### src/rtl/mem_pkg.sv
// Shared types, op codes and helpers for the MEM-stage load/store engine.
package mem_pkg;

  typedef enum logic [1:0] {
    ST_IDLE  = 2'd0,
    ST_REQ   = 2'd1,
    ST_WAIT  = 2'd2,
    ST_DRAIN = 2'd3
  } mem_state_t;

  localparam logic [1:0] SZ_BYTE = 2'd0;
  localparam logic [1:0] SZ_HALF = 2'd1;
  localparam logic [1:0] SZ_WORD = 2'd2;

  // ALU op codes shared with the EX stage.
  localparam logic [5:0] ALU_ADD = 6'd0;
  localparam logic [5:0] ALU_LB  = 6'd16;
  localparam logic [5:0] ALU_LBU = 6'd17;
  localparam logic [5:0] ALU_LH  = 6'd18;
  localparam logic [5:0] ALU_LHU = 6'd19;
  localparam logic [5:0] ALU_LW  = 6'd20;
  localparam logic [5:0] ALU_SB  = 6'd21;
  localparam logic [5:0] ALU_SH  = 6'd22;
  localparam logic [5:0] ALU_SW  = 6'd23;

  function automatic logic is_mem_op(input logic [5:0] op);
    case (op)
      ALU_LB, ALU_LBU, ALU_LH, ALU_LHU, ALU_LW,
      ALU_SB, ALU_SH, ALU_SW: is_mem_op = 1'b1;
      default:                is_mem_op = 1'b0;
    endcase
  endfunction

  function automatic logic is_store(input logic [5:0] op);
    is_store = (op == ALU_SB) || (op == ALU_SH) || (op == ALU_SW);
  endfunction

  function automatic logic [1:0] op_size(input logic [5:0] op);
    case (op)
      ALU_LB, ALU_LBU, ALU_SB: op_size = SZ_BYTE;
      ALU_LH, ALU_LHU, ALU_SH: op_size = SZ_HALF;
      default:                 op_size = SZ_WORD;
    endcase
  endfunction

endpackage

### src/rtl/mem_access_unit_load_align.sv
// Selects the addressed byte/halfword lane of a raw read word and extends it.
module load_align
  import mem_pkg::*;
(
  input  logic [5:0]  op,
  input  logic [1:0]  addr_lo,
  input  logic [31:0] rdata,
  output logic [31:0] load_data
);

  logic [7:0]  lane_b;
  logic [15:0] lane_h;

  always_comb begin
    lane_b = rdata[{addr_lo, 3'b000} +: 8];
    lane_h = addr_lo[1] ? rdata[31:16] : rdata[15:0];
    case (op)
      ALU_LB:  load_data = {{24{lane_b[7]}}, lane_b};
      ALU_LBU: load_data = {24'd0, lane_b};
      ALU_LH:  load_data = {{16{lane_h[15]}}, lane_h};
      ALU_LHU: load_data = {16'd0, lane_h};
      ALU_LW:  load_data = rdata;
      default: load_data = 32'd0;
    endcase
  end

endmodule

### src/rtl/mem_access_unit.sv
// MEM-stage load/store engine: one blocking transaction at a time on an SRAM-like
// data-cache port. Handshake: req/fields held until addr_ok; data_ok ends the access.
module mem_access_unit
  import mem_pkg::*;
(
  input  logic        clk,
  input  logic        rst,
  input  logic        valid_i,
  input  logic [5:0]  op_i,
  input  logic [31:0] addr_i,
  input  logic [31:0] wdata_i,
  input  logic [3:0]  exception_i,
  input  logic        flush_i,
  output logic        req,
  output logic        wr,
  output logic [1:0]  size,
  output logic [31:0] addr,
  output logic [31:0] wdata,
  output logic [3:0]  wstrb,
  input  logic        addr_ok,
  input  logic        data_ok,
  input  logic [31:0] rdata,
  output logic [31:0] load_data,
  output logic        done,
  output logic        stall,
  output logic [1:0]  dbg_state
);

  mem_state_t  state_q, state_d;
  logic [5:0]  op_q, op_d;
  logic [31:0] addr_q, addr_d;
  logic [31:0] wdata_q, wdata_d;
  logic        kill_q, kill_d;
  logic        go;
  logic [5:0]  cur_op;
  logic [31:0] cur_addr, cur_wdata;
  logic [31:0] aligned;

  // rst in go keeps every output low while reset is asserted.
  assign go        = valid_i & is_mem_op(op_i) & (exception_i == 4'd0) & ~flush_i & rst;
  assign dbg_state = state_q;

  always_comb begin
    state_d   = state_q;
    op_d      = op_q;
    addr_d    = addr_q;
    wdata_d   = wdata_q;
    kill_d    = kill_q;
    req       = 1'b0;
    done      = 1'b0;
    stall     = 1'b0;
    cur_op    = op_q;
    cur_addr  = addr_q;
    cur_wdata = wdata_q;
    case (state_q)
      ST_IDLE: begin
        cur_op    = op_i;
        cur_addr  = addr_i;
        cur_wdata = wdata_i;
        req       = go;
        stall     = go;
        kill_d    = 1'b0;
        if (go) begin
          op_d    = op_i;
          addr_d  = addr_i;
          wdata_d = wdata_i;
          state_d = addr_ok ? ST_WAIT : ST_REQ;
        end
      end
      ST_REQ: begin
        req   = 1'b1;
        stall = ~flush_i;
        if (addr_ok) begin
          state_d = ST_WAIT;
          kill_d  = flush_i;
        end else if (flush_i) begin
          state_d = ST_IDLE;
        end
      end
      ST_WAIT: begin
        // kill_q marks an access accepted in the same cycle it was flushed.
        stall = (~data_ok & ~flush_i) | (kill_q & go);
        if (data_ok) begin
          state_d = ST_IDLE;
          done    = ~(flush_i | kill_q);
        end else if (flush_i | kill_q) begin
          state_d = ST_DRAIN;
        end
      end
      ST_DRAIN: begin
        stall = go;
        if (data_ok) state_d = ST_IDLE;
      end
      default: state_d = ST_IDLE;
    endcase
  end

  always_comb begin
    wr    = 1'b0;
    size  = SZ_BYTE;
    addr  = 32'd0;
    wdata = 32'd0;
    wstrb = 4'd0;
    if (req) begin
      wr   = is_store(cur_op);
      size = op_size(cur_op);
      addr = cur_addr;
      case (cur_op)
        ALU_SB: begin
          wdata = {4{cur_wdata[7:0]}};
          wstrb = 4'b0001 << cur_addr[1:0];
        end
        ALU_SH: begin
          wdata = {2{cur_wdata[15:0]}};
          wstrb = cur_addr[1] ? 4'b1100 : 4'b0011;
        end
        ALU_SW: begin
          wdata = cur_wdata;
          wstrb = 4'b1111;
        end
        default: ;
      endcase
    end
  end

  load_align u_load_align (
    .op        (op_q),
    .addr_lo   (addr_q[1:0]),
    .rdata     (rdata),
    .load_data (aligned)
  );

  assign load_data = done ? aligned : 32'd0;

  always_ff @(posedge clk or negedge rst) begin
    if (!rst) begin
      state_q <= ST_IDLE;
      op_q    <= 6'd0;
      addr_q  <= 32'd0;
      wdata_q <= 32'd0;
      kill_q  <= 1'b0;
    end else begin
      state_q <= state_d;
      op_q    <= op_d;
      addr_q  <= addr_d;
      wdata_q <= wdata_d;
      kill_q  <= kill_d;
    end
  end

endmodule

### config.mk
export PLATFORM = sky130hd
export DESIGN_NAME = mem_access_unit
export DESIGN_NICKNAME = d
export VERILOG_FILES = /design/src/rtl/mem_pkg.sv /design/src/rtl/mem_access_unit_load_align.sv /design/src/rtl/mem_access_unit.sv
export SDC_FILE = /design/constraint.sdc
export NUM_CORES = 1
export LEC_CHECK = 0
export CAP_MARGIN = 20
export CORE_MARGIN = 2
export CORE_UTILIZATION = 48
export DETAILED_ROUTE_END_ITERATION = 8
export PLACE_DENSITY = 0.87
export SLEW_MARGIN = 20
export SYNTH_ARGS = -nofsm -noshare
export SYNTH_HDL_FRONTEND = slang
export SYNTH_HIERARCHICAL = 1
export SYNTH_SLANG_ARGS = --single-unit
### constraint.sdc
create_clock -name clk -period 5.1 [get_ports clk]
set_input_delay 1.02 -clock clk [delete_from_list [all_inputs] [get_ports clk]]
set_output_delay 1.02 -clock clk [all_outputs]
set_load 0.03 [all_outputs]
==> results.sh <==
export IMPL_gp_congestion=0.887
export IMPL_wire_per_inst_um=19.0
export IMPL_yosys_warnings=6
export IMPL_slowest_delay_ns=0.61
export IMPL_seqPwrFrac_pct=24.9
export IMPL_insertion_delay_ns=0.34
export IMPL_min_period_ns=4.67
export IMPL_irDropWorstVdd_v=0.000278
export IMPL_vias=5055
export IMPL_fmax_mhz=214
export IMPL_setup_viol=0
export IMPL_min_to="op_q[4]"
export IMPL_fp_dieArea_um2=12400
export IMPL_synthCells=543
export IMPL_avgSynthCellArea_um2=10.2
export IMPL_yosysSeqAreaShare_pct=33.1
export IMPL_num_antenna_cells=0
export IMPL_p_comb_share_pct=48.9
export IMPL_fin_cells=893
export IMPL_r2r_start="dbg_state[0]"
export IMPL_crit_family="buffers and inverters"
export IMPL_top_level_ports=220
export IMPL_holdPathStages=1
export IMPL_start_util_pct=48.8
export IMPL_crit_slowest_cell="clkdlybuf4s50_1"
export IMPL_hold_viol=0
export IMPL_status="complete, no violations"
export IMPL_vias_per_cell=5.66
export IMPL_grt_start_max_net_pins=74
export IMPL_ctsHoldBuffers=0
export IMPL_tns_ns=0
export IMPL_start_kind="primary input"
export IMPL_synth_edf_count=0
export IMPL_tightest_slew_ns=0.933
export IMPL_antenna_found_initial=0
export IMPL_endpoint_kind="output port"
export IMPL_grt_pass1_vias=5152
export IMPL_crit_chain="clkdlybuf4s50_1, or2_1, mux4_2, and4b_1, a21o_1, and2_1, clkdlybuf4s50_1"
export IMPL_intPower_mw=1.57
export IMPL_cts_buffers=9
export IMPL_track_usage_pct=27.1
export IMPL_drc=0
export IMPL_io_buffers=219
export IMPL_crit_path_frequent_cell="clkdlybuf4s50_1"
export IMPL_synth_ff_type="dfrtp_1"
export IMPL_power_frac_clock_pct=26.2
export IMPL_dpl_hpwl_um=12600
export IMPL_h_tree_depth=3
export IMPL_clockBufferDepth=2
export IMPL_path_max_fanout=16
export IMPL_die_h_um=111
export IMPL_worstHoldStart="op_q[4]"
export IMPL_powerDensity_nw_per_um2=316
export IMPL_layout_drive_gt1_share_pct=23.9
export IMPL_coreArea_um2=11300
export IMPL_synth_seq_cells=73
export IMPL_cts_clk_slew_worst_paths_ns=0.05
export IMPL_reg2reg_slack_ns=2.29
export IMPL_grt_overflow_total=0
export IMPL_arrival_ns=3.65
export IMPL_fin_skew_ns=0.00812
export IMPL_p_sw_share_pct=37.9
export IMPL_maxCapViolCount=0
export IMPL_post_cts_buffers=0
export IMPL_ant_nets=0
export IMPL_r2r_end="wdata_q[4]"
export IMPL_syn_to_final_growth_pct=45.0
export IMPL_maxSlewViolCount=0
export IMPL_rsz0062_at_grt="false"
export IMPL_yosysUniqueCellTypes=56
export IMPL_die_x_um=111
export IMPL_async_reset_ff_share_pct=100
export IMPL_leakagePower_nw=3.55
export IMPL_post_place_cells=877
export IMPL_ff2ff_path_depth=6
export IMPL_nets=861
export IMPL_clock_sinks=73
export IMPL_relSlewSlack_pct=37.8
export IMPL_worstHoldPathType="reg2reg"
export IMPL_fp_row_count=39
export IMPL_dr_pass1_iters=4
export IMPL_drt_total_wl_um=17000
export IMPL_cp_num_buf_inv=2
export IMPL_p_sw_mw=0.959
export IMPL_grt_pass1_wl_um=26900
export IMPL_worstPathRequired_ns=4.08
export IMPL_synth_nets=659
export IMPL_criticalPathCategory="in2out"
export IMPL_root_buffer="clkbuf_16"
export IMPL_cts_tree="yes"
export IMPL_period_share_pct=91.6
export IMPL_cts_resized=0
export IMPL_syn_area_um2=5520
export IMPL_dr_first_iter_drc_count=475
==> worst max path at each step <==
stage                               from            end  slack, ns  cells after the start
after floorplan           exception_i[0]        size[0]       0.67                      4
after global placement           op_i[4]      wdata[31]       0.51                      6
after detailed placement         op_i[4]      wdata[31]       0.44                      6
after CTS                        op_i[4]      wdata[31]       0.42                      6
after global routing             op_i[4]      wdata[31]       0.30                      6
final                          rdata[23]  load_data[17]       0.43                      7
==> layout by cell type (no fill, tap or decap), types with 2 or more instances in the layout <==
cell	synthesis	final
mux2i_1	85	85
nor2_2	9	9
or3_1	9	9
o21ai_0	5	5
a22o_1	8	8
clkbuf_8	0	3
a2111oi_0	2	2
a21oi_2	22	22
clkbuf_16	0	9
or2_2	2	2
clkdlybuf4s50_1	0	180
nand2b_1	13	13
nor3b_1	2	2
nand3_1	2	2
inv_1	9	9
a21o_1	17	17
and2_1	32	32
nand2_1	25	25
or3b_2	3	3
buf_4	1	47
nor4b_1	2	2
nor2b_1	4	4
nor2_1	44	44
ha_1	4	3
o22a_1	17	17
o2bb2ai_1	2	2
mux2_2	71	71
a22oi_1	8	8
dfrtp_1	73	73
a21oi_1	8	8
clkinvlp_4	0	2
a32oi_1	2	2
==> synthesized netlist by cell type (2+ instances only) <==
cell	count	area share [%]
nand3_1	2	0.18
clkbuf_1	10	0.68
nand2b_1	13	1.5
nor2_2	9	1.0
mux2_2	71	14
mux2i_1	85	15
buf_6	6	1.2
dfrtp_1	73	33
a21oi_2	22	3.5
or2_2	2	0.23
nor2b_1	4	0.45
buf_2	20	1.8
o22a_1	17	2.7
nor3b_1	2	0.27
nor2_1	44	3.0
nand2_1	25	1.7
o2bb2ai_1	2	0.32
o21ai_0	5	0.45
a21oi_1	8	0.73
or3b_2	3	0.48
a22oi_1	8	1.1
nor4b_1	2	0.32
and2_1	32	3.6
a32oi_1	2	0.32
ha_1	4	0.91
or3_1	9	1.0
a22o_1	8	1.3
inv_1	9	0.61
a21o_1	17	2.3
nor4bb_1	2	0.36
a2111oi_0	2	0.32
==> per-layer routing <==
metal	track usage, %	wire length (um)	vias up
met1	33.7	6900	2425
li1	-	-	2365
met3	6.89	1250	38
met4	10.5	546	0
met5	0	0	-
met2	45.2	8270	227
==> power groups by stage <==
stage	combinational (mW)	sequential (mW)	clock, mW
CTS	1.24	0.629	0.669
global route	1.32	0.632	0.701
global placement	1.21	0.637	0
finish	1.24	0.629	0.663
detailed placement	1.23	0.639	0
floorplan	0.831	0.646	0
==> logic make-up after synthesis <==
family | share of synthesized area, %
mux | 30.3
simple gates | 16.3
fa+ha+maj | 0.907
compound gates | 15.0
flops | 33.1
buf+inv | 4.47
==> final cells by class <==
class,instances,area [um2]
Clock inverter,4,50.0
Multi-Input combinational cell,424,3470
Timing Repair Buffer,228,2170
Fill cell,879,3320
Sequential cell,73,1830
Clock buffer,12,267
Tap cell,143,179
Inverter,9,33.8
==> metrics by stage <==
step	power, mW	setup slack [ns]	utilization [%]	hold WS (ns)	instance area (um2)
final	2.53	0.426	70.7	0.504	8010
after floorplan	1.48	0.672	-	0.461	5520
after detailed placement	1.87	0.444	67.9	0.494	7690
after global routing	2.66	0.304	70.7	0.523	8010
after CTS	2.53	0.416	70.7	0.508	8010
after global placement	1.85	0.511	67.9	0.485	7690
==> sequential cells by signal, summed over array words and instances, names as in the netlist <==
name and count:
op_q 6, dbg_state 2, kill_q 1, wdata_q 32
addr_q 32
(Power assumes the default switching activity.)
